**src/rtl/fifo_pkg.sv**
```systemverilog
// rtl/fifo_pkg.sv - shared FIFO constants and count-width helper
package fifo_pkg;

    localparam int DEFAULT_N = 8;
    localparam int DEFAULT_W = 2;

    // count must hold 0..2**w inclusive, so it needs one bit more than the pointers
    function automatic int count_width(input int w);
        return w + 1;
    endfunction

endpackage

```
**src/rtl/fifo_ram.sv**
```systemverilog
// rtl/fifo_ram.sv - N x 2**W storage, synchronous write port, asynchronous read port
module fifo_ram #(
    parameter int N = 8,
    parameter int W = 2
) (
    input  logic         clk,
    input  logic         we,
    input  logic [W-1:0] w_addr,
    input  logic [N-1:0] w_data,
    input  logic [W-1:0] r_addr,
    output logic [N-1:0] r_data
);

    logic [N-1:0] mem [2**W];

    // Contents are deliberately not reset; the control logic tracks validity.
    always_ff @(posedge clk) begin
        if (we) begin
            mem[w_addr] <= w_data;
        end
    end

    assign r_data = mem[r_addr];

endmodule

```
**src/rtl/fifo_flags.sv**
```systemverilog
// rtl/fifo_flags.sv - show-ahead FIFO with registered status flags; FIFO_FLAGS_ERR_EN enables sticky ovf/udf
module fifo_flags
    import fifo_pkg::*;
#(
    parameter int N      = DEFAULT_N,
    parameter int W      = DEFAULT_W,
    parameter int AF_THR = 3,
    parameter int AE_THR = 1
) (
    input  logic                       clk,
    input  logic                       reset,
    input  logic                       wr,
    input  logic [N-1:0]               w_data,
    input  logic                       rd,
    output logic [N-1:0]               r_data,
    output logic                       empty,
    output logic                       full,
    output logic                       almost_empty,
    output logic                       almost_full,
    output logic [count_width(W)-1:0]  count,
    input  logic                       err_clr,
    output logic                       ovf,
    output logic                       udf
);

    localparam int CW = count_width(W);
    localparam logic [CW-1:0] DEPTH_C = CW'(2**W);
    localparam logic [CW-1:0] AF_C    = CW'(AF_THR);
    localparam logic [CW-1:0] AE_C    = CW'(AE_THR);

    logic [W-1:0]  w_ptr;
    logic [W-1:0]  r_ptr;
    logic [CW-1:0] count_next;
    logic          wr_acc;
    logic          rd_acc;

    assign wr_acc = wr & ~full;
    assign rd_acc = rd & ~empty;

    always_comb begin
        count_next = count;
        case ({wr_acc, rd_acc})
            2'b10:   count_next = count + 1'b1;
            2'b01:   count_next = count - 1'b1;
            default: count_next = count;
        endcase
    end

    // Flags are computed from count_next so they land on the same edge as count.
    always_ff @(posedge clk) begin
        if (reset) begin
            w_ptr        <= '0;
            r_ptr        <= '0;
            count        <= '0;
            empty        <= 1'b1;
            full         <= 1'b0;
            almost_empty <= 1'b1;
            almost_full  <= (AF_THR == 0);
        end else begin
            if (wr_acc) w_ptr <= w_ptr + 1'b1;
            if (rd_acc) r_ptr <= r_ptr + 1'b1;
            count        <= count_next;
            empty        <= (count_next == '0);
            full         <= (count_next == DEPTH_C);
            almost_empty <= (count_next <= AE_C);
            almost_full  <= (count_next >= AF_C);
        end
    end

    fifo_ram #(
        .N (N),
        .W (W)
    ) u_ram (
        .clk    (clk),
        .we     (wr_acc),
        .w_addr (w_ptr),
        .w_data (w_data),
        .r_addr (r_ptr),
        .r_data (r_data)
    );

`ifdef FIFO_FLAGS_ERR_EN
    always_ff @(posedge clk) begin
        if (reset || err_clr) begin
            ovf <= 1'b0;
            udf <= 1'b0;
        end else begin
            if (wr && full)  ovf <= 1'b1;
            if (rd && empty) udf <= 1'b1;
        end
    end
`else
    logic unused_err_clr;
    assign unused_err_clr = err_clr;
    assign ovf = 1'b0;
    assign udf = 1'b0;
`endif

endmodule

```
**config.mk**
```make
export PLATFORM = sky130hd
export DESIGN_NAME = fifo_flags
export DESIGN_NICKNAME = d
export VERILOG_FILES = /design/src/rtl/fifo_pkg.sv /design/src/rtl/fifo_ram.sv /design/src/rtl/fifo_flags.sv
export SDC_FILE = /design/constraint.sdc
export NUM_CORES = 1
export LEC_CHECK = 0
export BUFFER_PORTS_ARGS = -buffer_cell sky130_fd_sc_hd__clkbuf_2
export CAP_MARGIN = 20
export CORE_MARGIN = 2
export CORE_UTILIZATION = 50
export CTS_CLUSTER_SIZE = 24
export DETAILED_ROUTE_END_ITERATION = 12
export GPL_ROUTABILITY_DRIVEN = 0
export PLACE_DENSITY = 0.79
export SYNTH_ARGS = -nofsm -noshare
export SYNTH_HDL_FRONTEND = slang
export SYNTH_HIERARCHICAL = 1
export SYNTH_SLANG_ARGS = --single-unit
```
**constraint.sdc**
```tcl
create_clock -name clk -period 4.45 [get_ports clk]
set_clock_uncertainty 0.2 [all_clocks]
set_input_delay 0.89 -clock clk [delete_from_list [all_inputs] [get_ports clk]]
set_output_delay 0.89 -clock clk [all_outputs]
set_load 0.03 [all_outputs]
```
==> results of run 1 <==
-- final cells by class --
| class | count | area, um2 |
|---|---|---|
| fill | 257 | 1170 |
| multi-input combinational | 45 | 445 |
| tap | 44 | 55.1 |
| clock buffer | 5 | 37.5 |
| clock inverter | 3 | 67.6 |
| sequential | 43 | 1180 |
| inverter | 1 | 3.75 |
| timing repair buffer | 27 | 138 |
-- power breakdown --
part           switching (uW)  internal, uW  total, uW  leakage, uW
Clock                     118           175        292    0.0000514
Combinational             178           115        294     0.000283
Sequential               41.7           483        525     0.000384
-- worst max-delay path: stages (launching register included) --
cell and delay [ns]:
dfxtp_1 0.74, mux4_2 0.59, clkbuf_2 0.20
-- cell usage after synthesis --
| master | n | share of area |
|---|---|---|
| a21oi_1 | 1 | 0.0030 |
| and3_1 | 1 | 0.0038 |
| and3b_1 | 2 | 0.011 |
| buf_2 | 1 | 0.0030 |
| buf_4 | 2 | 0.0090 |
| buf_6 | 1 | 0.0068 |
| clkbuf_2 | 1 | 0.0030 |
| conb_1 | 1 | 0.0023 |
| dfxtp_1 | 11 | 0.13 |
| edfxtp_1 | 32 | 0.58 |
| fa_1 | 1 | 0.012 |
| ha_1 | 1 | 0.0075 |
| inv_1 | 1 | 0.0023 |
| mux2i_1 | 1 | 0.0060 |
| mux4_2 | 8 | 0.11 |
| nand2_1 | 1 | 0.0023 |
| nand3_1 | 1 | 0.0030 |
| nand3b_1 | 2 | 0.0090 |
| nor2_1 | 7 | 0.016 |
| nor2b_1 | 3 | 0.011 |
| nor3b_1 | 3 | 0.014 |
| o211a_1 | 1 | 0.0060 |
| o21ai_0 | 1 | 0.0030 |
| o311a_1 | 1 | 0.0060 |
| or3_1 | 1 | 0.0038 |
| or4_4 | 1 | 0.0068 |
| xnor2_1 | 3 | 0.016 |
| xor2_1 | 3 | 0.016 |
-- routing by layer --
metal	share of wire	vias to the layer above
met3	0.070	6
met5	0	-
met1	0.38	416
met2	0.53	24
met4	0.017	0
li1	-	413
-- state kept, by name, indices dropped and copies added, names as in the netlist --
name and count:
almost_empty 1, almost_full 1, count 3, empty 1, full 1, r_ptr 2, u_ram/mem 32, w_ptr 2
-- cells by family after synthesis --
group | synth area share
compound gates | 0.0181
flops | 0.710
other cells | 0.00226
fa+ha+maj | 0.0196
mux | 0.114
simple gates | 0.0798
buf+inv | 0.0241
xor+xnor | 0.0316
-- metrics by stage --
stage | util | setup slack (ns) | area (um2) | power, uW
2_1_floorplan | - | 1.61 | 1670 | 756
3_3_place_gp | 0.588 | 1.42 | 1820 | 819
3_5_place_dp | 0.588 | 1.32 | 1820 | 831
4_1_cts | 0.621 | 1.43 | 1930 | 1130
5_1_grt | 0.621 | 1.35 | 1930 | 1170
6_report | 0.621 | 1.49 | 1930 | 1110
-- layout by cell type, fill, tap and decap left out, drive strengths merged, types with 2 or more instances in the layout --
master  netlist  layout
edfxtp       32      32
clkbuf        1      31
dfxtp        11      11
mux4          8       8
nor2          7       7
nor2b         3       3
xor2          3       3
nor3b         3       3
xnor2         3       3
nand3b        2       2
conb          1       2
bufinv        0       2
and3b         2       2
-- worst max-delay path by stage --
stage,cells after the start,end,start,slack (ns)
after floorplan,7,almost_empty,wr,1.61
after global placement,8,almost_empty,wr,1.42
after detailed placement,8,empty,wr,1.32
after CTS,2,r_data[7],r_ptr[0],1.43
after global routing,2,r_data[6],r_ptr[0],1.35
final,2,r_data[6],r_ptr[0],1.49
==> results.json, run 1 <==
{
  "outcome": "finished, final reports clean",
  "die_h_um": 61.7,
  "worstHoldStart": "w_ptr[1]",
  "worstHoldEndpoint": "w_ptr[1]",
  "hold_path_class": "flip-flop to flip-flop",
  "syn_inst": 93,
  "rrSetupSlack_ns": 2.01,
  "grtUsageMet2": 0.257,
  "max_freq_mhz": 338,
  "htreeDepth": 2,
  "port-buffer-count": 26,
  "syn-cell-area_um2": 1660,
  "slew_viol_final": 0,
  "cts_resized": 0,
  "pin_count": 30,
  "drv_cap": 0,
  "cts_tree": "built",
  "cp_max_fo": 10,
  "ys_seq_area_frac": 0.710,
  "busiest_layer": "met2",
  "initial_utilization": 0.536,
  "worstHoldPathCells": 2,
  "coreArea_um2": 3100,
  "wl_per_cell_um": 14.7,
  "grt_pass1_vias": 846,
  "ys_ff_latch": 43,
  "track_usage": 0.149,
  "firstDrtPassIters": 4,
  "grt_max_degree": 15,
  "cp_data_arrival_time_ns": 1.87,
  "post-place-cells": 160,
  "layout.nets": 138,
  "dieArea_um2": 3800,
  "ir_worst_vdd_mv": 0.358,
  "ys_types": 28,
  "end_kind": "output port",
  "max-clock-path-buffers": 2,
  "root_buffer": "clkbuf_4",
  "period_minus_slack_ns": 2.96,
  "power_per_cell_area_nw_per_um2": 576,
  "finalCritPeriodShare": 0.665,
  "rr_startpoint": "full",
  "worst_slew_pin_slew_ns": 0.633,
  "hold_viol": 0,
  "setup-tns-final_ns": 0,
  "critPathKind": "flip-flop to output port",
  "cts_setup_buffers": 0,
  "drc": 0,
  "yosysWarnings": 6,
  "instances_no_fill": 168,
  "drt_first_iter_violations": 4,
  "drtAntennaViolNets": 0,
  "cts-buffers-inserted": 5,
  "fp-row-count": 20,
  "rsz0062_at_grt": "false",
  "cts.clk_slew.worst_paths_ns": 0.11,
  "antenna_found_initial": 0,
  "overflow": 0,
  "via_count": 859,
  "hpwl_mm": 1.70,
  "drt-total-wl_mm": 2.47,
  "grtUsageMet3": 0.0714,
  "crit_path_start_kind": "flip-flop",
  "synth.avg_cell_area_um2": 17.9,
  "clock_latency_ns": 0.34,
  "routed_via_density": 5.11,
  "r2r_cells": 7,
  "worst_hold_slack_ns": 0.386,
  "cts_hold_buf": 0,
  "cp.required_ns": 3.36,
  "grt_util_met1": 0.158,
  "setup_viol": 0,
  "grt_pass1_wl_mm": 3.80,
  "max-slew-margin-rel": 0.578,
  "area_growth_pct": 16.0,
  "power_leakage_uw": 0.000719,
  "layout-drive-gt1-share": 0.355,
  "diodes": 0,
  "cts.sinks": 43,
  "rr_endpoint": "empty",
  "chipWidth_um": 61.7
}
Power figures use the tool's default switching activity.
==> inputs of run 2 (changes only) <==
--- a/config.mk
+++ b/config.mk
@@ -5,6 +5,7 @@
 export SDC_FILE = /design/constraint.sdc
 export NUM_CORES = 1
 export LEC_CHECK = 0
+export ABC_AREA = 1
 export BUFFER_PORTS_ARGS = -buffer_cell sky130_fd_sc_hd__clkbuf_2
 export CAP_MARGIN = 20
 export CORE_MARGIN = 2
@@ -12,7 +13,7 @@
 export CTS_CLUSTER_SIZE = 24
 export DETAILED_ROUTE_END_ITERATION = 12
 export GPL_ROUTABILITY_DRIVEN = 0
-export PLACE_DENSITY = 0.79
+export PLACE_DENSITY = 0.81
 export SYNTH_ARGS = -nofsm -noshare
 export SYNTH_HDL_FRONTEND = slang
 export SYNTH_HIERARCHICAL = 1
==> constraint.sdc (replaced) <==
create_clock -name clk -period 2.7 [get_ports clk]
set_clock_uncertainty 0.2 [all_clocks]
set_input_delay 0.54 -clock clk [delete_from_list [all_inputs] [get_ports clk]]
set_output_delay 0.54 -clock clk [all_outputs]
set_load 0.03 [all_outputs]
==> run 2 against run 1 <==
Routed wire length up 25%. Critical path depth up 3. Flip-flop and latch count unchanged. Synthesized area up 15%. Global-route usage up 1.8 points. Largest cell class unchanged. Cell area up 14%. First-iteration DRC count rose to 9.5 times the previous value. Via count up 50%. Sequential power up 54%. Clock power up 38%.
==> results.json, run 2 <==
{
  "instances_no_fill": 283,
  "layout.nets": 249,
  "ir_worst_vdd_mv": 0.427,
  "ff_latch_area_um2": 1180,
  "hpwl_mm": 2.16,
  "syn-cell-area_um2": 1920,
  "overflow": 0,
  "fp-row-count": 22,
  "ys.flop_type": "edfxtp_1",
  "setup-tns-final_ns": 0,
  "synth-async-reset-ratio": 0,
  "cpPeakStageDelay_ns": 0.56,
  "slew_viol_final": 0,
  "multi_input_area_um2": 500,
  "cp_cell_sequence": "buf_4 -> nand2_1 -> nand3_1 -> nand2_1 -> clkbuf_2",
  "worstHoldPathCells": 1,
  "antenna_found_initial": 0,
  "final_cell_area_um2": 2200,
  "hold_viol": 0,
  "rr_endpoint": "almost_full",
  "rsz0062_at_grt": "false",
  "grt_pass1_vias": 1174,
  "drv_cap": 0,
  "cts-buffers-inserted": 5,
  "drc": 0,
  "cp_max_fo": 10,
  "cts_tree": "built",
  "coreArea_um2": 3660,
  "power_per_cell_area_nw_per_um2": 757,
  "diodes": 0,
  "ys_ff_latch": 43,
  "worstHoldStart": "w_data[6]",
  "drtAntennaViolNets": 0,
  "rr_startpoint": "full",
  "track_usage": 0.167,
  "port-buffer-count": 26,
  "power_leakage_uw": 0.00106,
  "finalCritPeriodShare": 0.826,
  "rrSetupSlack_ns": 0.77,
  "period_minus_slack_ns": 2.23,
  "critPathSlowestCell": "dfxtp_1",
  "fin_util": 0.601,
  "synthTopCellsByCount": "nand2_1, inv_1, edfxtp_1",
  "drt_first_iter_violations": 38,
  "yosysWarnings": 6,
  "syn_inst": 200,
  "synth_top_area_share": 0.501,
  "crit_path_start_kind": "flip-flop",
  "layout-drive-gt1-share": 0.226,
  "max_freq_mhz": 448,
  "end_kind": "output port",
  "hold_path_class": "input pin to flip-flop",
  "root_buffer": "clkbuf_8",
  "die_h_um": 65.9,
  "setup_viol": 0,
  "critPathKind": "flip-flop to output port",
  "grt_pass1_wl_mm": 5.17,
  "cts.sinks": 43,
  "chipWidth_um": 65.9,
  "htreeDepth": 2,
  "wl_per_cell_um": 10.9,
  "synthTopCellsByArea": "edfxtp_1, dfxtp_1, nand2_1, inv_1, nand3_1",
  "area_growth_pct": 14.7,
  "drt-total-wl_mm": 3.08,
  "fill_cells": 303,
  "r2r_cells": 10,
  "synth_edf_count": 32,
  "firstDrtPassIters": 4,
  "layout.cells.most_common": "nand2_1",
  "cts_hold_buf": 0,
  "cp.required_ns": 1.96,
  "critPathBufInv": 2,
  "grt_max_degree": 17,
  "max-clock-path-buffers": 2,
  "ys_types": 21,
  "outcome": "finished, final reports clean",
  "dieArea_um2": 4350,
  "worstHoldEndpoint": "u_ram/mem[0][6]",
  "cts_setup_buffers": 0,
  "pin_count": 30,
  "clock_latency_ns": 0.30,
  "synth.avg_cell_area_um2": 9.59,
  "synth_top_area_cell": "edfxtp_1",
  "crit_path_frequent_cell": "nand2_1",
  "crit_family": "flip-flops",
  "routed_via_density": 4.55,
  "post-place-cells": 275,
  "cp_data_arrival_time_ns": 1.49,
  "final_cell_mix": "nand2_1, inv_1, edfxtp_1, clkbuf_2, nand3_1",
  "initial_utilization": 0.524,
  "top_register": "u_ram/mem",
  "largest_reg_flops": 32,
  "ys_seq_area_frac": 0.616,
  "reg.largest.list": "u_ram/mem (32), count (3)",
  "place_area_um2": 2110,
  "cts.clk_slew.worst_paths_ns": 0.09,
  "cts_resized": 0,
  "via_count": 1288,
  "synth.most_common_cell": "nand2_1"
}
==> run 2: how the worst max path moves through the flow <==
stage	startpoint	to	slack, ns	cells after the start
2_1_floorplan	wr	full	0.65	10
3_3_place_gp	wr	full	0.47	11
3_5_place_dp	wr	almost_full	0.45	12
4_1_cts	r_ptr[0]	r_data[1]	0.45	5
5_1_grt	r_ptr[0]	r_data[1]	0.33	5
6_report	r_ptr[0]	r_data[1]	0.47	5
==> run 2: layout make-up <==
cell class | count | share of cell area
clock buffer | 5 | 0.0313
clock inverter | 3 | 0.0108
inverter | 50 | 0.0865
multi-input combinational | 102 | 0.228
sequential | 43 | 0.537
tap | 48 | 0.0273
timing repair buffer | 32 | 0.0796
==> run 2: power breakdown <==
group,switching (uW),internal (uW),leakage (uW),total (uW)
registers,37.2,769,0.000384,807
clock network,219,185,0.0000408,404
logic,314,140,0.000638,454
total,571,1090,0.00106,1660
==> run 2: metal layers <==
| layer | global-route usage | part of all wire | wire length, um | up-vias |
|---|---|---|---|---|
| li1 | - | - | - | 675 |
| met1 | 0.194 | 0.41 | 1260 | 564 |
| met2 | 0.268 | 0.51 | 1560 | 40 |
| met3 | 0.0443 | 0.054 | 165 | 9 |
| met4 | 0.115 | 0.031 | 97 | 0 |
| met5 | 0 | 0 | 0 | - |
==> run 2: worst register-to-register path: stages (launching register included) <==
cell and delay [ns]:
dfxtp_1 0.34, nor2_4 0.13, inv_1 0.05, ha_1 0.22, fa_1 0.39, inv_1 0.06, nand2_1 0.07, nand3_1 0.09
nand2_1 0.05, nand3_1 0.13, nand2_1 0.07
==> run 2: stage by stage <==
stage / power (uW) / hold WS (ns) / worst slack, ns
after floorplan: 1170 / 0.274 / 0.648
after global placement: 1270 / 0.319 / 0.472
after detailed placement: 1280 / 0.338 / 0.453
after CTS: 1680 / 0.240 / 0.447
after global routing: 1750 / 0.241 / 0.331
final: 1660 / 0.245 / 0.469
==> run 2: cell families after synthesis <==
| logic type | Yosys count | synth area share |
|---|---|---|
| buffers and inverters | 56 | 0.125 |
| xor gates and xnor gates | 2 | 0.00913 |
| and+or+nand+nor | 96 | 0.231 |
| DFF | 43 | 0.616 |
| other | 1 | 0.00196 |
| adders and majority gates | 2 | 0.0170 |
